File: src/rtl/tx_frame_arbiter_pkg.sv
// Shared types and default header bytes for the two-source UART frame arbiter.
package tx_arb_pkg;

  typedef enum logic [1:0] {
    ARB_IDLE = 2'd0,
    ARB_HDR  = 2'd1,
    ARB_BODY = 2'd2
  } arb_state_t;

  localparam logic [7:0] HDR_ANGLE  = 8'hA5;
  localparam logic [7:0] HDR_STATUS = 8'h5A;

endpackage

File: src/rtl/tx_frame_arbiter.sv
// Frame-atomic round-robin arbiter merging two FWFT byte FIFOs into one FWFT stream,
// prefixing each frame with a per-source header byte.
module tx_frame_arbiter
  import tx_arb_pkg::*;
#(
  parameter int         LEN0  = 24,
  parameter int         LEN1  = 4,
  parameter logic [7:0] HDR0  = HDR_ANGLE,
  parameter logic [7:0] HDR1  = HDR_STATUS,
  parameter int         CNT_W = 9
) (
  input  logic             clk,
  input  logic             rst,
  input  logic [7:0]       s0_dout,
  input  logic             s0_empty,
  input  logic [CNT_W-1:0] s0_count,
  output logic             s0_re,
  input  logic [7:0]       s1_dout,
  input  logic             s1_empty,
  input  logic [CNT_W-1:0] s1_count,
  output logic             s1_re,
  output logic [7:0]       tx_din,
  output logic             tx_empty,
  input  logic             tx_re,
  output logic             busy,
  output logic             grant,
  output logic [15:0]      frames_sent
);

  localparam logic [CNT_W-1:0] LEN0_C  = CNT_W'(LEN0);
  localparam logic [CNT_W-1:0] LEN1_C  = CNT_W'(LEN1);
  localparam logic [7:0]       LAST0_C = 8'(LEN0 - 1);
  localparam logic [7:0]       LAST1_C = 8'(LEN1 - 1);

  arb_state_t  state_q, state_d;
  logic        rr_pri_q, rr_pri_d;
  logic        grant_q, grant_d;
  logic [7:0]  body_cnt_q, body_cnt_d;
  logic [15:0] frames_q, frames_d;

  // A source only competes once a whole body is buffered, so a body never stalls.
  logic elig0, elig1;
  assign elig0 = (s0_count >= LEN0_C);
  assign elig1 = (s1_count >= LEN1_C);

  logic       src_empty;
  logic [7:0] src_dout;
  logic [7:0] last_idx;
  assign src_empty = grant_q ? s1_empty : s0_empty;
  assign src_dout  = grant_q ? s1_dout  : s0_dout;
  assign last_idx  = grant_q ? LAST1_C  : LAST0_C;

  always_ff @(posedge clk) begin
    if (rst) begin
      state_q    <= ARB_IDLE;
      rr_pri_q   <= 1'b0;
      grant_q    <= 1'b0;
      body_cnt_q <= 8'd0;
      frames_q   <= 16'd0;
    end else begin
      state_q    <= state_d;
      rr_pri_q   <= rr_pri_d;
      grant_q    <= grant_d;
      body_cnt_q <= body_cnt_d;
      frames_q   <= frames_d;
    end
  end

  always_comb begin
    state_d    = state_q;
    rr_pri_d   = rr_pri_q;
    grant_d    = grant_q;
    body_cnt_d = body_cnt_q;
    frames_d   = frames_q;
    tx_empty   = 1'b1;
    tx_din     = 8'h00;
    s0_re      = 1'b0;
    s1_re      = 1'b0;

    case (state_q)
      ARB_IDLE: begin
        if (elig0 || elig1) begin
          grant_d = (elig0 && elig1) ? rr_pri_q : elig1;
          state_d = ARB_HDR;
        end
      end

      ARB_HDR: begin
        tx_empty = 1'b0;
        tx_din   = grant_q ? HDR1 : HDR0;
        if (tx_re) begin
          state_d    = ARB_BODY;
          body_cnt_d = 8'd0;
        end
      end

      ARB_BODY: begin
        // An underflowing source just stalls the stream until its data returns.
        if (!src_empty) begin
          tx_empty = 1'b0;
          tx_din   = src_dout;
          s0_re    = tx_re & ~grant_q;
          s1_re    = tx_re &  grant_q;
          if (tx_re) begin
            body_cnt_d = body_cnt_q + 8'd1;
            if (body_cnt_q == last_idx) begin
              state_d  = ARB_IDLE;
              rr_pri_d = ~grant_q;
              frames_d = frames_q + 16'd1;
            end
          end
        end
      end

      default: state_d = ARB_IDLE;
    endcase
  end

  assign busy        = (state_q != ARB_IDLE);
  assign grant       = grant_q;
  assign frames_sent = frames_q;

endmodule

File: config.mk
export PLATFORM = sky130hd
export DESIGN_NAME = tx_frame_arbiter
export DESIGN_NICKNAME = d
export VERILOG_FILES = /design/src/rtl/tx_frame_arbiter_pkg.sv /design/src/rtl/tx_frame_arbiter.sv
export SDC_FILE = /design/constraint.sdc
export NUM_CORES = 1
export LEC_CHECK = 0
export CAP_MARGIN = 0
export CORE_MARGIN = 2
export CORE_UTILIZATION = 30
export DETAILED_ROUTE_END_ITERATION = 10
export GPL_TIMING_DRIVEN = 0
export PLACE_DENSITY = 0.65
export RECOVER_POWER = 50
export SKIP_CTS_REPAIR_TIMING = 1
export SLEW_MARGIN = 30
export SYNTH_ARGS = -nofsm -noshare
export SYNTH_HDL_FRONTEND = slang
export SYNTH_SLANG_ARGS = --single-unit
File: constraint.sdc
create_clock -name clk -period 2.9 [get_ports clk]
set_input_delay 0.29 -clock clk [delete_from_list [all_inputs] [get_ports clk]]
set_output_delay 0.29 -clock clk [all_outputs]
set_load 0.01 [all_outputs]
==> impl_results.html, run 1 <==
<table>
<tr><th>Metric</th><th>Value</th></tr>
<tr><th colspan="2">Yosys</th></tr>
<tr><td>Synthesized instance count</td><td>232</td></tr>
<tr><td>Synthesized net count</td><td>276</td></tr>
<tr><td>Warning count from the yosys run</td><td>0</td></tr>
<tr><td>Total of flip-flops plus latches after synthesis</td><td>28</td></tr>
<tr><td>Netlist area before placement</td><td>around 1800 µm²</td></tr>
<tr><td>Yosys cell types</td><td>39</td></tr>
<tr><td>Portion of netlist area occupied by mux cells</td><td>slightly above 8%</td></tr>
<tr><td>Xor/xnor cell area share of the yosys netlist</td><td>0%</td></tr>
<tr><td>Largest family of logic cells by synthesized area</td><td>simple AND/OR/NAND/NOR gates</td></tr>
<tr><td>Most used flip-flop cell after synthesis</td><td>dfxtp_1</td></tr>
<tr><td>Compound-cell area share of the yosys netlist</td><td>20.3%</td></tr>
<tr><td>Fraction of the mapped netlist area in adder cells</td><td>3.40%</td></tr>
<tr><td>Synthesized area per cell</td><td>slightly below 8 µm²</td></tr>
<tr><td>EDFF count, synth</td><td>0</td></tr>
<tr><td>Share of async-settable or async-resettable flops after synthesis</td><td>0%</td></tr>
<tr><td>Basic-gate share of the synthesized area counting and, or, nand and nor cells</td><td>31.7%</td></tr>
<tr><td>Sequential area share after synthesis</td><td>30.5%</td></tr>
<tr><th colspan="2">Timing</th></tr>
<tr><td>Total count of max-transition violations in the final report</td><td>0</td></tr>
<tr><td>Total count of hold-check failures in the final report</td><td>0</td></tr>
<tr><td>Unrepaired setup endpoints after global routing</td><td>false</td></tr>
<tr><td>Relative slew slack</td><td>a little under three fifths</td></tr>
<tr><td>Highest clock rate</td><td>between 0.3 and 0.4 GHz</td></tr>
<tr><td>Transition time at the pin with the least slew margin</td><td>approximately 0.64 ns</td></tr>
<tr><td>Final critical-path required period</td><td>2.71 ns</td></tr>
<tr><td>Final setup violating endpoints</td><td>0</td></tr>
<tr><td>Post-layout worst setup margin</td><td>~0.19 ns</td></tr>
<tr><td>Final TNS setup</td><td>0 ns</td></tr>
<tr><td>Ratio of final minimum period to clock period</td><td>slightly above 90%</td></tr>
<tr><td>Worst hold slack</td><td>roughly 0.5 ns</td></tr>
<tr><td>Maximum clock skew at final layout</td><td>slightly below 0.006 ns</td></tr>
<tr><th colspan="2">Finish</th></tr>
<tr><td>Commonest cells after routing, fill and taps aside</td><td>clkdlybuf4s50_1 (43), dfxtp_1 (28), a21oi_1 (22)</td></tr>
<tr><td>Diode count</td><td>0</td></tr>
<tr><td>Count of nets after finishing</td><td>approximately 340</td></tr>
<tr><td>Layout Area Growth over Synthesis</td><td>41.9%</td></tr>
<tr><td>Proportion of layout cells with a drive suffix above 1</td><td>between 5 and 6%</td></tr>
<tr><td>Most common cell after layout, fill and taps aside</td><td>clkdlybuf4s50_1</td></tr>
<tr><td>Count of non-filler cells in the finished layout</td><td>around 370</td></tr>
<tr><th colspan="2">Run status</th></tr>
<tr><td>Status</td><td>completed</td></tr>
<tr><th colspan="2">Clocking</th></tr>
<tr><td>Clock root buffer</td><td>clkbuf_8</td></tr>
<tr><td>CTS sink cnt</td><td>28</td></tr>
<tr><td>CTS buffer count</td><td>3</td></tr>
<tr><td>Clock slew at the register clock pins of the worst setup and hold paths</td><td>approximately 0.10 ns</td></tr>
<tr><td># H-tree levels</td><td>1</td></tr>
<tr><td>CTS Buffer Depth</td><td>2</td></tr>
<tr><td>TritonCTS clock tree</td><td>done</td></tr>
<tr><td>Clock latency on the worst-skew pair</td><td>0.28 ns</td></tr>
<tr><th colspan="2">Pwr</th></tr>
<tr><td>Leakage dissipation</td><td>about 0.94 nW</td></tr>
<tr><td>Final total power</td><td>~1.3 mW</td></tr>
<tr><td>Max rail drop VDD</td><td>roughly 0.00026 V</td></tr>
<tr><td>Pwr Density</td><td>between 400 and 500 nW/µm²</td></tr>
<tr><th colspan="2">Job</th></tr>
<tr><td>Max-cap check violation count</td><td>0</td></tr>
<tr><th colspan="2">Drt</th></tr>
<tr><td>Total via count in the routed design</td><td>1993</td></tr>
<tr><td>Length of the first detailed-routing pass in iterations</td><td>4</td></tr>
<tr><td>Routed wirelength normalized by instance count</td><td>13.8 µm</td></tr>
<tr><td>Antenna viol nets, final</td><td>0</td></tr>
<tr><td>Number of DRC markers in iteration 0</td><td>~130</td></tr>
<tr><td>Final wirelength</td><td>just over 5 mm</td></tr>
<tr><td>Post-route DRC violation count</td><td>0</td></tr>
<tr><td>Vias per inst</td><td>around 5.3</td></tr>
<tr><th colspan="2">Worst setup path</th></tr>
<tr><td>Maximum fanout encountered on the critical timing path</td><td>10</td></tr>
<tr><td>Critical Path Sink Type</td><td>output port</td></tr>
<tr><td>Startpoint-to-endpoint class of the critical path</td><td>flop to output port</td></tr>
<tr><td>Critical Path RT</td><td>around 2.6 ns</td></tr>
<tr><td>Critical path arrival</td><td>between 2 and 2.5 ns</td></tr>
<tr><td>Critical path startpoint category</td><td>flop</td></tr>
<tr><th colspan="2">Worst hold path</th></tr>
<tr><td>Hold Path Class</td><td>flop to flop</td></tr>
<tr><th colspan="2">GRT</th></tr>
<tr><td>Number of antenna violations at the first check in global routing</td><td>0</td></tr>
<tr><td>Met2 usage in global routing</td><td>approximately a quarter</td></tr>
<tr><td>Overflow after GRT</td><td>0</td></tr>
<tr><td>Overall fraction of global-route tracks in use</td><td>approximately 15%</td></tr>
<tr><td>Global-route track usage on met3</td><td>under 10%</td></tr>
<tr><td>Busiest layer in global routing</td><td>met2</td></tr>
<tr><td>First-pass GRT wire length</td><td>approximately 8 mm</td></tr>
<tr><td>Met1 capacity usage during global routing</td><td>between 20% and 30%</td></tr>
<tr><td>Largest net degree at the start of global routing</td><td>17</td></tr>
<tr><td>Number of global-route vias before repair</td><td>1715</td></tr>
<tr><th colspan="2">Place</th></tr>
<tr><td>Routability-driven placement congestion ratio</td><td>between 0.8 and 0.9</td></tr>
<tr><td>Worst slack at placement</td><td>~0.15 ns</td></tr>
<tr><td>Number of instances in the placed design</td><td>369</td></tr>
<tr><td>IO buf count</td><td>slightly above 60</td></tr>
<tr><td>DP HPWL</td><td>about 3.9 mm</td></tr>
<tr><th colspan="2">Floorplan</th></tr>
<tr><td>Overall die height</td><td>82.3 µm</td></tr>
<tr><td>Std-Cell Core Area</td><td>5920 µm²</td></tr>
<tr><td># IOs</td><td>68</td></tr>
<tr><td>Die width</td><td>82.3 µm</td></tr>
<tr><td>Die ar.</td><td>between 6000 and 7000 µm²</td></tr>
<tr><td>Cell row count</td><td>28</td></tr>
<tr><td>Starting utilization of the core area</td><td>a little under a third</td></tr>
</table>
-- power breakdown --
| group | total, mW | internal, mW | switching (mW) |
|---|---|---|---|
| Sequential | 0.422 | 0.406 | 0.0160 |
| Clock | 0.314 | 0.185 | 0.129 |
| Combinational | 0.548 | 0.244 | 0.305 |
-- synth_stat cells, drive strengths merged, types with 2 or more instances --
| cell type | count | area, µm² |
|---|---|---|
| nor2b | 7 | 43.8 |
| o211ai | 2 | 20.0 |
| clkbuf | 9 | 33.8 |
| nor4 | 4 | 31.3 |
| or3 | 3 | 18.8 |
| nand3 | 16 | 80.1 |
| ha | 5 | 62.6 |
| o21ai | 12 | 60.1 |
| and3 | 6 | 37.5 |
| nor3 | 6 | 30.0 |
| a31oi | 4 | 25.0 |
| nor2 | 15 | 56.3 |
| o22a | 4 | 35.0 |
| inv | 10 | 37.5 |
| and4 | 2 | 17.5 |
| nand2b | 8 | 50.1 |
| or4 | 13 | 97.6 |
| and2 | 4 | 25.0 |
| buf | 4 | 32.5 |
| dfxtp | 28 | 561 |
| nand2 | 13 | 48.8 |
| o31ai | 9 | 67.6 |
| mux2i | 6 | 72.6 |
| nand4 | 4 | 25.0 |
| mux2 | 7 | 78.8 |
| a21oi | 22 | 110 |
-- worst max-delay path, cell delays in order, from the launching register on --
cell and delay (ns):
dfxtp_1 0.37, buf_6 0.15, mux2i_4 0.34, clkbuf_4 0.27, and2_1 0.20, nand3_1 0.10
a21oi_1 0.16, clkdlybuf4s50_1 0.55
-- layout make-up --
| class | instances | area (µm²) |
|---|---|---|
| inverters | 11 | 41.3 |
| flip-flops and latches | 28 | 561 |
| fillers | 606 | 3310 |
| multi-input cells | 180 | 1160 |
| well taps | 75 | 93.8 |
| clock inverters | 1 | 30.0 |
| repair buffers | 62 | 621 |
| clock buffers | 3 | 41.3 |
| plain buffers | 13 | 60.1 |
-- metrics by stage --
stage | cell area [µm²] | util (%)
2_1_floorplan | 1840 | -
3_3_place_gp | 2550 | 43.1
3_5_place_dp | 2550 | 43.1
4_1_cts | 2620 | 44.3
5_1_grt | 2610 | 44.0
6_report | 2610 | 44.0
-- final timing paths --
check | startpoint | end | slack, ns | cells past startpoint
min | body_cnt_q[7] | body_cnt_q[7] | 0.49 | 2
max reg2reg | grant | rr_pri_q | 0.48 | 7
max | grant | tx_din[4] | 0.19 | 7
min reg2reg | body_cnt_q[7] | body_cnt_q[7] | 0.49 | 2
-- logic make-up (layout without fill, tap and decap cells) --
| kind of cell | Yosys count | count (layout) |
|---|---|---|
| AOI/OAI and AO/OA | 59 | 59 |
| adders and majority gates | 5 | 5 |
| buffers and inverters | 24 | 90 |
| DFF | 28 | 28 |
| muxes | 13 | 13 |
| and+or+nand+nor | 103 | 103 |
-- sequential cells by signal, summed over array words and instances (netlist names) --
register and flops:
body_cnt_q 8, frames_sent 16, grant 1, rr_pri_q 1, state_q 2
-- layer usage --
metal,vias to the layer above,wire length [µm]
li1,990,-
met1,923,2390
met2,72,2230
met3,8,425
met4,0,104
met5,-,0
Power figures use the tool's default switching activity.
==> inputs of run 2 (changes only) <==
CAP_MARGIN = unset   (was 0)
==> results of run 2 <==
Final layout, timing and power as in run 1 (identical DEF).
==> inputs of run 3 (changes only) <==
CORE_MARGIN = unset   (was 2)
==> run 3 against run 2 <==
Net effect: sequential cell count stayed put; sequential share of layout area is 0.13 points lower; clock-buffer cell count stayed put; worst setup slack better by 0.067 ns; non-clock buffer count is 2 higher; wire length is 0.93% lower; worst hold slack better by 0.00072 ns; register-to-register slack better by 0.18 ns; die area is 4.8% lower; clock skew is 0.0057 ns higher.
==> impl_results.html, run 3 (synthesized netlist as in run 1, its figures left out) <==
<table>
<tr><th>Metric</th><th>Value</th></tr>
<tr><th colspan="2">Timing</th></tr>
<tr><td>Total count of hold-check failures in the final report</td><td>0 (unchanged)</td></tr>
<tr><td>Relative slew slack</td><td>58.1% (+0.69 points)</td></tr>
<tr><td>Ratio of final minimum period to clock period</td><td>91.1% (-2.3 points)</td></tr>
<tr><td>Maximum clock skew at final layout</td><td>0.0115 ns (+0.00565 ns)</td></tr>
<tr><td>Unrepaired setup endpoints after global routing</td><td>false</td></tr>
<tr><td>Final TNS setup</td><td>0 ns (unchanged)</td></tr>
<tr><td>Post-layout worst setup margin</td><td>0.259 ns (+0.0667 ns)</td></tr>
<tr><td>Total count of max-transition violations in the final report</td><td>0 (unchanged)</td></tr>
<tr><td>Highest clock rate</td><td>0.379 GHz (+2.5%)</td></tr>
<tr><td>Final critical-path required period</td><td>2.64 ns (-0.0667 ns)</td></tr>
<tr><td>Final setup violating endpoints</td><td>0 (unchanged)</td></tr>
<tr><td>Transition time at the pin with the least slew margin</td><td>0.626 ns (-0.0103 ns)</td></tr>
<tr><th colspan="2">Floorplan</th></tr>
<tr><td>Std-Cell Core Area</td><td>5920 µm² (unchanged)</td></tr>
<tr><td>Cell row count</td><td>28 (unchanged)</td></tr>
<tr><td>Overall die height</td><td>80.3 µm (-2.4%)</td></tr>
<tr><td># IOs</td><td>68 (unchanged)</td></tr>
<tr><td>Starting utilization of the core area</td><td>31.0% (unchanged)</td></tr>
<tr><td>Die width</td><td>80.3 µm (-2.4%)</td></tr>
<tr><td>Die ar.</td><td>6440 µm² (-4.8%)</td></tr>
<tr><th colspan="2">Worst setup path</th></tr>
<tr><td>Number of cells traversed by the worst register-to-register path</td><td>7 (unchanged)</td></tr>
<tr><td>Buffers and inverters on the worst path</td><td>4 (+1)</td></tr>
<tr><td>Critical path arrival</td><td>2.35 ns (-0.07 ns)</td></tr>
<tr><td>Launch instance of the worst register-to-register path</td><td>grant</td></tr>
<tr><td>Critical path startpoint</td><td>state_q[1]</td></tr>
<tr><td>Critical path startpoint category</td><td>flop</td></tr>
<tr><td>Worst-case register-to-register setup slack</td><td>0.66 ns (+0.18 ns)</td></tr>
<tr><td>Slowest cell delay on critical path</td><td>0.56 ns (about the same)</td></tr>
<tr><td>Critical Path RT</td><td>2.61 ns (about the same)</td></tr>
<tr><td>Crit-path leading delay family</td><td>buffers and inverters</td></tr>
<tr><td>Endpoint of the worst-slack reg-to-reg timing path</td><td>rr_pri_q</td></tr>
<tr><td>Slowest cell on the critical path</td><td>clkdlybuf4s50_1</td></tr>
<tr><td>Maximum fanout encountered on the critical timing path</td><td>10 (unchanged)</td></tr>
<tr><td>Cells along the critical path</td><td>inv_1, ha_1, clkinv_1, buf_1, a21oi_1, clkdlybuf4s50_1</td></tr>
<tr><td>Critical Path Sink Type</td><td>output port</td></tr>
<tr><td>Startpoint-to-endpoint class of the critical path</td><td>flop to output port</td></tr>
<tr><th colspan="2">GRT</th></tr>
<tr><td>Number of antenna violations at the first check in global routing</td><td>0 (unchanged)</td></tr>
<tr><td>Largest net degree at the start of global routing</td><td>17 (unchanged)</td></tr>
<tr><td>Overflow after GRT</td><td>0 (unchanged)</td></tr>
<tr><td>Overall fraction of global-route tracks in use</td><td>15.9% (+1.1 points)</td></tr>
<tr><td>First-pass GRT wire length</td><td>8.17 mm (+3.0%)</td></tr>
<tr><td>Number of global-route vias before repair</td><td>1758 (+2.5%)</td></tr>
<tr><th colspan="2">Finish</th></tr>
<tr><td>Commonest cells after routing, fill and taps aside</td><td>clkdlybuf4s50_1 (43), dfxtp_1 (28), a21oi_1 (22)</td></tr>
<tr><td>Final instance area</td><td>2620 µm² (+0.62%)</td></tr>
<tr><td>Proportion of layout cells with a drive suffix above 1</td><td>6.33% (+0.96 points)</td></tr>
<tr><td>Total of fill cells in the finished design</td><td>595 (-1.8%)</td></tr>
<tr><td>Diode count</td><td>0 (unchanged)</td></tr>
<tr><td>Count of nets after finishing</td><td>345 (+0.58%)</td></tr>
<tr><td>Flip-flop count of the largest register after layout</td><td>16 (unchanged)</td></tr>
<tr><td>Most common cell after layout, fill and taps aside</td><td>clkdlybuf4s50_1</td></tr>
<tr><td>Area taken by flip-flops and latches</td><td>561 µm² (unchanged)</td></tr>
<tr><td>Layout Area Growth over Synthesis</td><td>42.8%</td></tr>
<tr><td>Total area of multi-input combinational cells</td><td>1160 µm² (unchanged)</td></tr>
<tr><th colspan="2">Pwr</th></tr>
<tr><td>Pwr Density</td><td>493 nW/µm² (about the same)</td></tr>
<tr><td>Switching power of the nets</td><td>0.456 mW (+1.4%)</td></tr>
<tr><td>Leakage dissipation</td><td>0.955 nW (+1.1%)</td></tr>
<tr><td>Switching share of total power</td><td>35.3% (+0.25 points)</td></tr>
<tr><td>Flop pwr share</td><td>32.8% (about the same)</td></tr>
<tr><td>Internal power of the cells</td><td>0.837 mW (+0.29%)</td></tr>
<tr><td>Combinational fraction of design power</td><td>42.6% (about the same)</td></tr>
<tr><td>Max rail drop VDD</td><td>0.000255 V (-0.36%)</td></tr>
<tr><td>Fraction of power consumed by the clock network</td><td>24.6% (about the same)</td></tr>
<tr><th colspan="2">Drt</th></tr>
<tr><td>Length of the first detailed-routing pass in iterations</td><td>4 (unchanged)</td></tr>
<tr><td>Routed wirelength normalized by instance count</td><td>13.6 µm (-1.5%)</td></tr>
<tr><td>Post-route DRC violation count</td><td>0 (unchanged)</td></tr>
<tr><td>Antenna viol nets, final</td><td>0 (unchanged)</td></tr>
<tr><td>Number of DRC markers in iteration 0</td><td>100 (-22%)</td></tr>
<tr><td>Final wirelength</td><td>5.10 mm (-0.93%)</td></tr>
<tr><td>Total via count in the routed design</td><td>1963 (-1.5%)</td></tr>
<tr><td>Vias per inst</td><td>5.23 (-2.0%)</td></tr>
<tr><th colspan="2">Clocking</th></tr>
<tr><td>CTS buffer count</td><td>3 (unchanged)</td></tr>
<tr><td>CTS sink cnt</td><td>28 (unchanged)</td></tr>
<tr><td>Clock latency on the worst-skew pair</td><td>0.28 ns (about the same)</td></tr>
<tr><td>TritonCTS clock tree</td><td>done</td></tr>
<tr><td>Clock root buffer</td><td>clkbuf_8</td></tr>
<tr><td>CTS Buffer Depth</td><td>2 (unchanged)</td></tr>
<tr><td>Clock slew at the register clock pins of the worst setup and hold paths</td><td>0.10 ns (about the same)</td></tr>
<tr><td># H-tree levels</td><td>1 (unchanged)</td></tr>
<tr><th colspan="2">Place</th></tr>
<tr><td>Post-place instance area</td><td>2550 µm² (unchanged)</td></tr>
<tr><td>DP HPWL</td><td>3.76 mm (-3.1%)</td></tr>
<tr><td>IO buf count</td><td>62 (unchanged)</td></tr>
<tr><td>Routability-driven placement congestion ratio</td><td>0.800 (-2.7%)</td></tr>
<tr><td>Worst slack at placement</td><td>0.0985 ns (-0.0512 ns)</td></tr>
<tr><th colspan="2">Worst hold path</th></tr>
<tr><td>WHS Endpoint</td><td>body_cnt_q[7]</td></tr>
<tr><td>Hold path startpoint</td><td>body_cnt_q[7]</td></tr>
<tr><td>Hold Path Class</td><td>flop to flop</td></tr>
<tr><td>Depth of the worst hold-timing path</td><td>2 (unchanged)</td></tr>
<tr><th colspan="2">Run status</th></tr>
<tr><td>Status</td><td>completed</td></tr>
<tr><th colspan="2">Job</th></tr>
<tr><td>Max-cap check violation count</td><td>0 (unchanged)</td></tr>
</table>
[run 3: changes by cell type in the layout (fill, tap and decap cells not counted)]
cell and delta:
clkbuf_1 -2, buf_2 +1, buf_1 +1, buf_4 +2
[run 3: area by class of cell]
cell class,count,share of cell area (%)
Tap cell,75,3.58
Clock buffer,3,1.57
Inverter,11,1.57
Sequential cell,28,21.4
Timing Repair Buffer,64,24.2
Buffer,13,2.34
Multi-Input combinational cell,180,44.2
Clock inverter,1,1.14
[run 3: metrics by stage]
step	power (mW)	hold slack (ns)	std cells	utilization [%]
6_report	1.29	0.494	375	44.3
5_1_grt	1.38	0.521	375	44.3
4_1_cts	1.31	0.496	373	44.3
3_5_place_dp	0.991	0.483	369	43.1
3_3_place_gp	0.984	0.469	369	43.1
2_1_floorplan	0.772	0.454	232	-
[run 3: worst max-delay path by stage]
stage,to,cells past startpoint
after floorplan,tx_din[1],6
after global placement,tx_din[4],7
after detailed placement,tx_din[4],7
after CTS,tx_din[4],7
after global routing,tx_din[4],6
final,tx_din[4],6
[run 3: worst register-to-register path, stage by stage (launching register included)]
cell and delay, ns:
dfxtp_1 0.36, buf_6 0.15, and3b_1 0.20, o211ai_1 0.52, clkbuf_1 0.39, buf_2 0.30
o21ai_0 0.11, a21oi_1 0.16
[run 3: power groups by stage]
stage               registers [mW]  clock network [mW]  logic [mW]
floorplan                    0.428                   0       0.344
finish                       0.424               0.318       0.551
global route                 0.428               0.340       0.616
detailed placement           0.432                   0       0.559
CTS                          0.423               0.322       0.563
global placement             0.431                   0       0.553
[run 3: routing by layer]
metal,share of wire [%],track usage (%)
met5,0,0
met4,1.3,5.36
met3,6.0,1.70
met2,43,25.4
met1,50,22.2
